==> src/rtl/flipflop_pkg.sv <==
// Shared definitions for the configurable flip-flop bank.
package flipflop_pkg;

   // Per-cycle function select carried on the mode port.
   typedef enum logic [1:0] {
      MODE_D  = 2'b00,
      MODE_T  = 2'b01,
      MODE_JK = 2'b10,
      MODE_SR = 2'b11
   } mode_e;

   // True when an SR operation would drive S and R high together.
   function automatic logic sr_conflict(input mode_e m, input logic s, input logic r);
      return (m == MODE_SR) && s && r;
   endfunction

endpackage : flipflop_pkg

==> src/rtl/flipflop_bank_ff_cell.sv <==
// Next-state logic for a single flip-flop bit. Purely combinational;
// the state register itself lives in the bank.
module ff_cell
   import flipflop_pkg::*;
(
   input  logic  q,
   input  logic  a,
   input  logic  b,
   input  mode_e mode,
   output logic  q_next
);

   // Select the behaviour for this bit from the current mode and operands.
   always_comb begin
      q_next = q;
      case (mode)
         MODE_D:  q_next = a;
         MODE_T:  q_next = q ^ a;
         MODE_JK: begin
            case ({a, b})
               2'b10:   q_next = 1'b1;
               2'b01:   q_next = 1'b0;
               2'b11:   q_next = ~q;
               default: q_next = q;
            endcase
         end
         MODE_SR: begin
            // S=R=1 is illegal; the bit holds and the bank flags it.
            case ({a, b})
               2'b10:   q_next = 1'b1;
               2'b01:   q_next = 1'b0;
               default: q_next = q;
            endcase
         end
         default: q_next = q;
      endcase
   end

endmodule : ff_cell

==> src/rtl/flipflop_bank.sv <==
// Bank of WIDTH independent flip-flops whose type (D/T/JK/SR) is chosen
// every cycle, with per-bit change flags and a sticky illegal-SR flag.
module flipflop_bank
   import flipflop_pkg::*;
#(
   parameter int               WIDTH     = 8,
   parameter logic [WIDTH-1:0] RESET_VAL = '0
) (
   input  logic             clk,
   input  logic             clr,
   input  logic             en,
   input  logic [1:0]       mode,
   input  logic [WIDTH-1:0] a,
   input  logic [WIDTH-1:0] b,
   output logic [WIDTH-1:0] Q,
   output logic [WIDTH-1:0] Qn,
   output logic [WIDTH-1:0] chg,
   output logic             sr_err
);

   logic [WIDTH-1:0] q_q;
   logic [WIDTH-1:0] q_d;
   logic [WIDTH-1:0] chg_q;
   logic [WIDTH-1:0] chg_d;
   logic [WIDTH-1:0] conflict_bits;
   logic             sr_err_q;
   logic             sr_err_d;
   mode_e            mode_sel;

   assign mode_sel = mode_e'(mode);

   // One next-state cell per bit; every bit sees the same mode.
   generate
      for (genvar gi = 0; gi < WIDTH; gi++) begin : g_cell
         ff_cell u_cell (
            .q      (q_q[gi]),
            .a      (a[gi]),
            .b      (b[gi]),
            .mode   (mode_sel),
            .q_next (q_d[gi])
         );
         assign conflict_bits[gi] = sr_conflict(mode_sel, a[gi], b[gi]);
      end
   endgenerate

   // Change flags and sticky error only advance on enabled edges.
   always_comb begin
      chg_d    = '0;
      sr_err_d = sr_err_q;
      if (en) begin
         chg_d    = q_d ^ q_q;
         sr_err_d = sr_err_q | (|conflict_bits);
      end
   end

   // State registers; clear dominates enable and every mode.
   always_ff @(posedge clk) begin
      if (clr) begin
         q_q      <= RESET_VAL;
         chg_q    <= '0;
         sr_err_q <= 1'b0;
      end else begin
         if (en) begin
            q_q <= q_d;
         end
         chg_q    <= chg_d;
         sr_err_q <= sr_err_d;
      end
   end

   assign Q      = q_q;
   assign Qn     = ~q_q;
   assign chg    = chg_q;
   assign sr_err = sr_err_q;

endmodule : flipflop_bank

==> config.mk <==
export PLATFORM = sky130hd
export DESIGN_NAME = flipflop_bank
export DESIGN_NICKNAME = d
export VERILOG_FILES = /design/src/rtl/flipflop_pkg.sv /design/src/rtl/flipflop_bank_ff_cell.sv /design/src/rtl/flipflop_bank.sv
export SDC_FILE = /design/constraint.sdc
export NUM_CORES = 1
export LEC_CHECK = 0
export CORE_AREA = 2 2 65 67
export DETAILED_ROUTE_END_ITERATION = 7
export DIE_AREA = 0 0 67 69
export DONT_BUFFER_PORTS = 1
export PLACE_DENSITY = 0.57
export REMOVE_ABC_BUFFERS = 1
export SETUP_SLACK_MARGIN = 0.1
export SLEW_MARGIN = 10
export SYNTH_ARGS = -nofsm -noshare
export SYNTH_HDL_FRONTEND = slang
export SYNTH_SLANG_ARGS = --single-unit
==> constraint.sdc <==
create_clock -name clk -period 1.2 [get_ports clk]
set_input_delay 0 -clock clk [delete_from_list [all_inputs] [get_ports clk]]
set_output_delay 0 -clock clk [all_outputs]
set_load 0.01 [all_outputs]
==> results.cfg, run 1 <==
[worst_setup_path]
path_max_fanout = 2
critPathKind = reg -> reg
worst_path_dominant_cell_family = simple AND/OR/NAND/NOR gates
cp_slowest_cell = or3b_4
crit_arrival_ns = 1.42
cpPeakStageDelay_ns = 0.38
timing.critical_path.buf_inv = 0
worstPathCellList = or3b_4 > a2111oi_4 > a311oi_1 > nand2_1
crit_path_end_kind = flip-flop
worstPathRequired_ns = 1.41
start_kind = flip-flop

[timing]
tns_ns = -0.00584
hold_viol_final = 12
setup_viol = 1
tightest_slew_ns = 0.380
skew_ns = 0.00830
relSlewSlack_pct = 74.6
fin_crit_ns = 1.21
maxSlewViolCount = 0
rsz0062_at_grt = yes
timing.final.ws_setup_ns = -0.00584
fmax_mhz = 829
holdWs_ns = -0.211
post-route-period-util_pct = 100

[global_routing]
overflow = 0
antenna_found_initial = 0
grt_first_pass_wirelength_um = 6000
grt.total_usage_pct = 16.5
grt_pass1_vias = 1344
grt_max_degree = 17

[final_layout]
drive_above_1_share_pct = 27.1
n_antenna_cell = 0
fin_nets = 211
stdcell_area_um2 = 1610
mostFrequentLayoutCell = inv_1
final_cell_mix = inv_1 (20), nor2_1 (15), buf_4 (13)
fill_cells = 445
final_core_util_pct = 41.1
synthToLayoutAreaGrowth_pct = 19.9

[run_status]
outcome = finished, violations left
violations = hold timing, setup timing

[clocking]
clock-sinks = 17
worstSkewPairLatency_ns = 0.26
numCtsBuffers = 3
htree_levels = 1
path_clk_slew_ns = 0.08
root_buffer = clkbuf_8
clockBufferDepth = 2
cts_tree = built

[placed_design]
io_buffers = 0
hpwlAfterDp_um = 2590
gp_congestion = 0.804
place_ws_ns = -0.0977
dpl-instance-area_um2 = 1410

[route]
dr.pass1.iters = 4
drc = 0
wl_um = 3610
ant_nets = 0
via_per_inst = 5.60
drt_iter0_markers = 30
wire_per_inst_um = 15.6
via_count = 1294

[synth]
synth_xor_area_share_pct = 1.30
muxShareOfSynthArea_pct = 8.67
ys_seq_area_share_pct = 25.3
synth_fa_ha_area_share_pct = 7.46
synth-compound-area-share_pct = 25.9
synth.avg_cell_area_um2 = 7.76
synth_top_family_by_area = compound AO/OA/AOI/OAI gates
yosysWarningCount = 0
synth-seq-cells = 17
synth_simple_gate_area_share_pct = 17.4
syn-instance-count = 173
syn_area_um2 = 1340
ys_types = 41

[pwr]
cellLeakagePower_uw = 0.000683
vdd_drop_max_mv = 0.442
power.density_nw_per_um2 = 955

[die]
core_area_um2 = 3910
die_w_um = 67
io_pins = 46
die_area_um2 = 4620
start_util_pct = 34.3
die_h_um = 69
num_rows = 23

[flow_run]
drv_cap = 0

[min_path]
hold_path.class = in -> reg
-- worst paths after layout --
check,from,endpoint,slack [ns],cells past startpoint
worst max-delay path,Q[2]$_SDFFE_PP0P_,chg[2]$_SDFF_PP0_,-0.006,4
worst min-delay path,clr,Q[0]$_SDFFE_PP0P_,-0.21,1
worst max register to register,Q[2]$_SDFFE_PP0P_,chg[2]$_SDFF_PP0_,-0.006,4
worst min register to register,sr_err$_SDFFE_PP0P_,sr_err$_SDFFE_PP0P_,0.53,2
-- through the flow --
stage,instances,power [uW],hold slack (ns)
2_1_floorplan,158,913,0.0691
3_3_place_gp,223,1020,0.0734
3_5_place_dp,223,1030,0.0745
4_1_cts,230,1510,-0.206
5_1_grt,231,1630,-0.218
6_report,231,1540,-0.211
-- what timing repair did --
action,CTS,global route
buffers inserted,1,0
endpoints found under the hold margin,14,13
hold buffers,2,1
pin swaps,10,7
gates cloned,0,0
resized for setup,19,17
endpoints found under the setup margin,10,11
-- routing by layer --
| metal | vias to the layer above | track usage, % | wire [um] | share of wire (%) |
|---|---|---|---|---|
| met1 | 613 | 19.9 | 1530 | 42 |
| met4 | 0 | 4.08 | 38 | 1.1 |
| met5 | - | 0 | 0 | 0 |
| li1 | 632 | - | - | - |
| met3 | 5 | 5.22 | 332 | 9.2 |
| met2 | 44 | 27.8 | 1710 | 47 |
-- final cells by class --
cell class                 count  area, um^2  area share (%)
clock buffer                   3        41.3            2.57
inverter                      22        82.6            5.13
multi-input combinational    119         901            56.0
timing repair buffer          19         161            10.0
tap                           50        62.6            3.89
sequential                    17         355            22.1
clock inverter                 1        5.00           0.311
-- cells in the mapped netlist --
library cell | instances | area share (%)
ha_1 | 8 | 7.5
clkbuf_1 | 2 | 0.56
and4_1 | 1 | 0.65
a21oi_1 | 9 | 3.4
mux2_2 | 5 | 4.2
or3b_1 | 1 | 0.65
buf_6 | 1 | 0.84
a21o_1 | 1 | 0.56
o21ai_0 | 12 | 4.5
o22ai_1 | 12 | 5.6
nand4_1 | 2 | 0.93
or2_1 | 1 | 0.47
a311oi_1 | 1 | 0.65
mux2i_1 | 6 | 4.5
nor2b_1 | 7 | 3.3
nand3_1 | 1 | 0.37
a22o_1 | 1 | 0.65
and2_1 | 1 | 0.47
nand2b_2 | 1 | 0.65
a211oi_1 | 2 | 1.1
nor2_1 | 15 | 4.2
o32ai_1 | 1 | 0.65
a211o_1 | 2 | 1.3
nand2b_1 | 1 | 0.47
nor3_1 | 6 | 2.2
buf_4 | 10 | 5.6
xor2_1 | 2 | 1.3
nand2_1 | 4 | 1.1
inv_1 | 22 | 6.2
a22oi_1 | 4 | 2.2
a311o_1 | 2 | 1.5
o21ai_1 | 1 | 0.37
a2111oi_0 | 1 | 0.65
buf_2 | 2 | 0.75
nand2_4 | 1 | 0.84
nand3b_1 | 1 | 0.56
o31a_1 | 2 | 1.3
dfxtp_1 | 17 | 25
o21a_1 | 1 | 0.56
a31oi_1 | 2 | 0.93
or2b_1 | 1 | 0.56
-- flip-flops by register name, indices dropped and copies added, names as in the netlist --
signal and cells:
sr_err 1, chg 8, Q 8
-- kinds of logic (layout without fill, tap and decap cells) --
family,Yosys count,count (layout)
AOI/OAI and AO/OA,54,54
and+or+nand+nor,44,44
buffers and inverters,37,45
DFF,17,17
muxes,11,11
adders and majority gates,8,8
xor gates and xnor gates,2,2
-- worst register-to-register path: stages (launching register included) --
cell and delay, ns:
dfxtp_2 0.33, or3b_4 0.38, a2111oi_4 0.30, a311oi_1 0.07, nand2_1 0.07
-- where the power goes --
part / internal (uW) / switching, uW
Sequential: 606 / 35.4
Clock: 231 / 226
Combinational: 215 / 223
Note: power is estimated with default switching activity, not from simulation.
==> run 2, diff against run 1 <==
GPL_TIMING_DRIVEN = 0   (was not set)
==> run 2 against run 1 <==
Effect of this change:
- the run still ends with hold timing, setup timing left
- power fell by 5.5%
- sequential power grew 4.0%
- hold slack better by 0.0022 ns
- routed wire length decreased by 5.3%
- critical path type unchanged
- largest cell class unchanged
- highest routed layer unchanged
==> results.cfg, run 2 (synthesis results as in run 1) <==
[final_layout]
n_antenna_cell = 0
drive_above_1_share_pct = 19.5
synthToLayoutAreaGrowth_pct = 7.83
final_cell_mix = inv_1 (20), nor2_1 (15), o22ai_1 (12), o21ai_0 (12), dfxtp_1 (9)
fin_nets = 194
fill_cells = 434
mostFrequentLayoutCell = inv_1
final_core_util_pct = 37.0

[timing]
tightest_slew_ns = 0.798
post-route-period-util_pct = 106
setup_viol = 3
skew_ns = 0.000909
holdWs_ns = -0.209
maxSlewViolCount = 0
fmax_mhz = 788
hold_viol_final = 12
fin_crit_ns = 1.27
relSlewSlack_pct = 46.8
timing.final.ws_setup_ns = -0.0692
rsz0062_at_grt = yes
tns_ns = -0.0971

[run_status]
violations = hold timing, setup timing
outcome = finished, violations left

[clocking]
numCtsBuffers = 3
root_buffer = clkbuf_8
clockBufferDepth = 2
path_clk_slew_ns = 0.07
clock-sinks = 17
worstSkewPairLatency_ns = 0.25
cts_tree = built
htree_levels = 1

[pwr]
vdd_drop_max_mv = 0.483
clkPwrFrac_pct = 31.0
pwr-share-comb_pct = 23.0
power.density_nw_per_um2 = 1000
p_seq_share_pct = 46.0
cellLeakagePower_uw = 0.000579
power.switching_uw = 454
p_int_uw = 997
switching_share_pct = 31.3

[placed_design]
hpwlAfterDp_um = 2440
place_ws_ns = -0.255
gp_congestion = 0.795
io_buffers = 0

[die]
io_pins = 46
die_w_um = 67
core_area_um2 = 3910
num_rows = 23
die_h_um = 69
start_util_pct = 34.3
die_area_um2 = 4620

[worst_setup_path]
critPathKind = reg -> reg
start_kind = flip-flop
crit_arrival_ns = 1.47
path_max_fanout = 8
worstPathRequired_ns = 1.40
crit_path_end_kind = flip-flop

[global_routing]
grt_pass1_vias = 1187
grt.total_usage_pct = 15.5
overflow = 0
grt_first_pass_wirelength_um = 5650
grt_max_degree = 20
antenna_found_initial = 0

[route]
wl_um = 3420
via_per_inst = 5.49
via_count = 1174
wire_per_inst_um = 16.0
dr.pass1.iters = 4
drc = 0
drt_iter0_markers = 39
ant_nets = 0

[min_path]
hold_path.class = in -> reg

[flow_run]
drv_cap = 0
run 2: cell types whose count changed in the layout (fill, tap and decap cells not counted), sizes merged:
cell / before / now
dlygate4sd3: 3 / 0
buf: 16 / 2
clkbuf: 3 / 4
clkinv: 1 / 0
run 2: area by class of cell:
class | instances | area, um^2 | share of cell area (%)
sequential | 17 | 363 | 25.1
inverter | 22 | 87.6 | 6.05
multi-input combinational | 119 | 875 | 60.4
clock buffer | 4 | 45.0 | 3.11
timing repair buffer | 2 | 15.0 | 1.04
tap | 50 | 62.6 | 4.32
run 2: routing by layer:
| layer | part of all wire [%] | vias up | GRT usage [%] | wire length [um] |
|---|---|---|---|---|
| li1 | - | 591 | - | - |
| met2 | 47 | 39 | 24.5 | 1600 |
| met3 | 8.3 | 4 | 5.71 | 283 |
| met5 | 0 | - | 0 | 0 |
| met1 | 44 | 540 | 19.7 | 1510 |
| met4 | 0.61 | 0 | 3.85 | 21 |
run 2: per-stage QoR:
step                cells  total power [uW]  area (um^2)
CTS                   213              1450         1410
global route          214              1550         1450
detailed placement    208               970         1300
global placement      208               967         1300
finish                214              1450         1450
floorplan             158               913         1240
run 2: worst max-delay path: stages (launching register included):
cell and delay (ns):
dfxtp_4 0.39, or3b_4 0.39, a2111oi_4 0.29, a311oi_1 0.08, nand2_1 0.07
run 2: worst paths after layout:
path / slack, ns / to / cells past startpoint / from
worst min-delay path: -0.21 / Q[1]$_SDFFE_PP0P_ / 1 / clr
worst min register to register: 0.52 / sr_err$_SDFFE_PP0P_ / 2 / sr_err$_SDFFE_PP0P_
worst max-delay path: -0.07 / chg[2]$_SDFF_PP0_ / 4 / Q[2]$_SDFFE_PP0P_
worst max register to register: -0.07 / chg[2]$_SDFF_PP0_ / 4 / Q[2]$_SDFFE_PP0P_
run 2: what timing repair did:
| action | 4_1_cts | 5_1_grt |
|---|---|---|
| hold endpoints to repair | 12 | 12 |
| endpoints found under the setup margin | 10 | 12 |
| setup buffers | 1 | 1 |
| pin swaps | 8 | 5 |
| resized for setup | 26 | 5 |
run 2: power groups by stage:
stage                     Sequential [uW]  Clock, uW  Combinational (uW)
final                                 668        450                 333
after global routing                  676        499                 376
after CTS                             668        465                 316
after detailed placement              677          0                 293
after global placement                678          0                 289
after floorplan                       665          0                 248
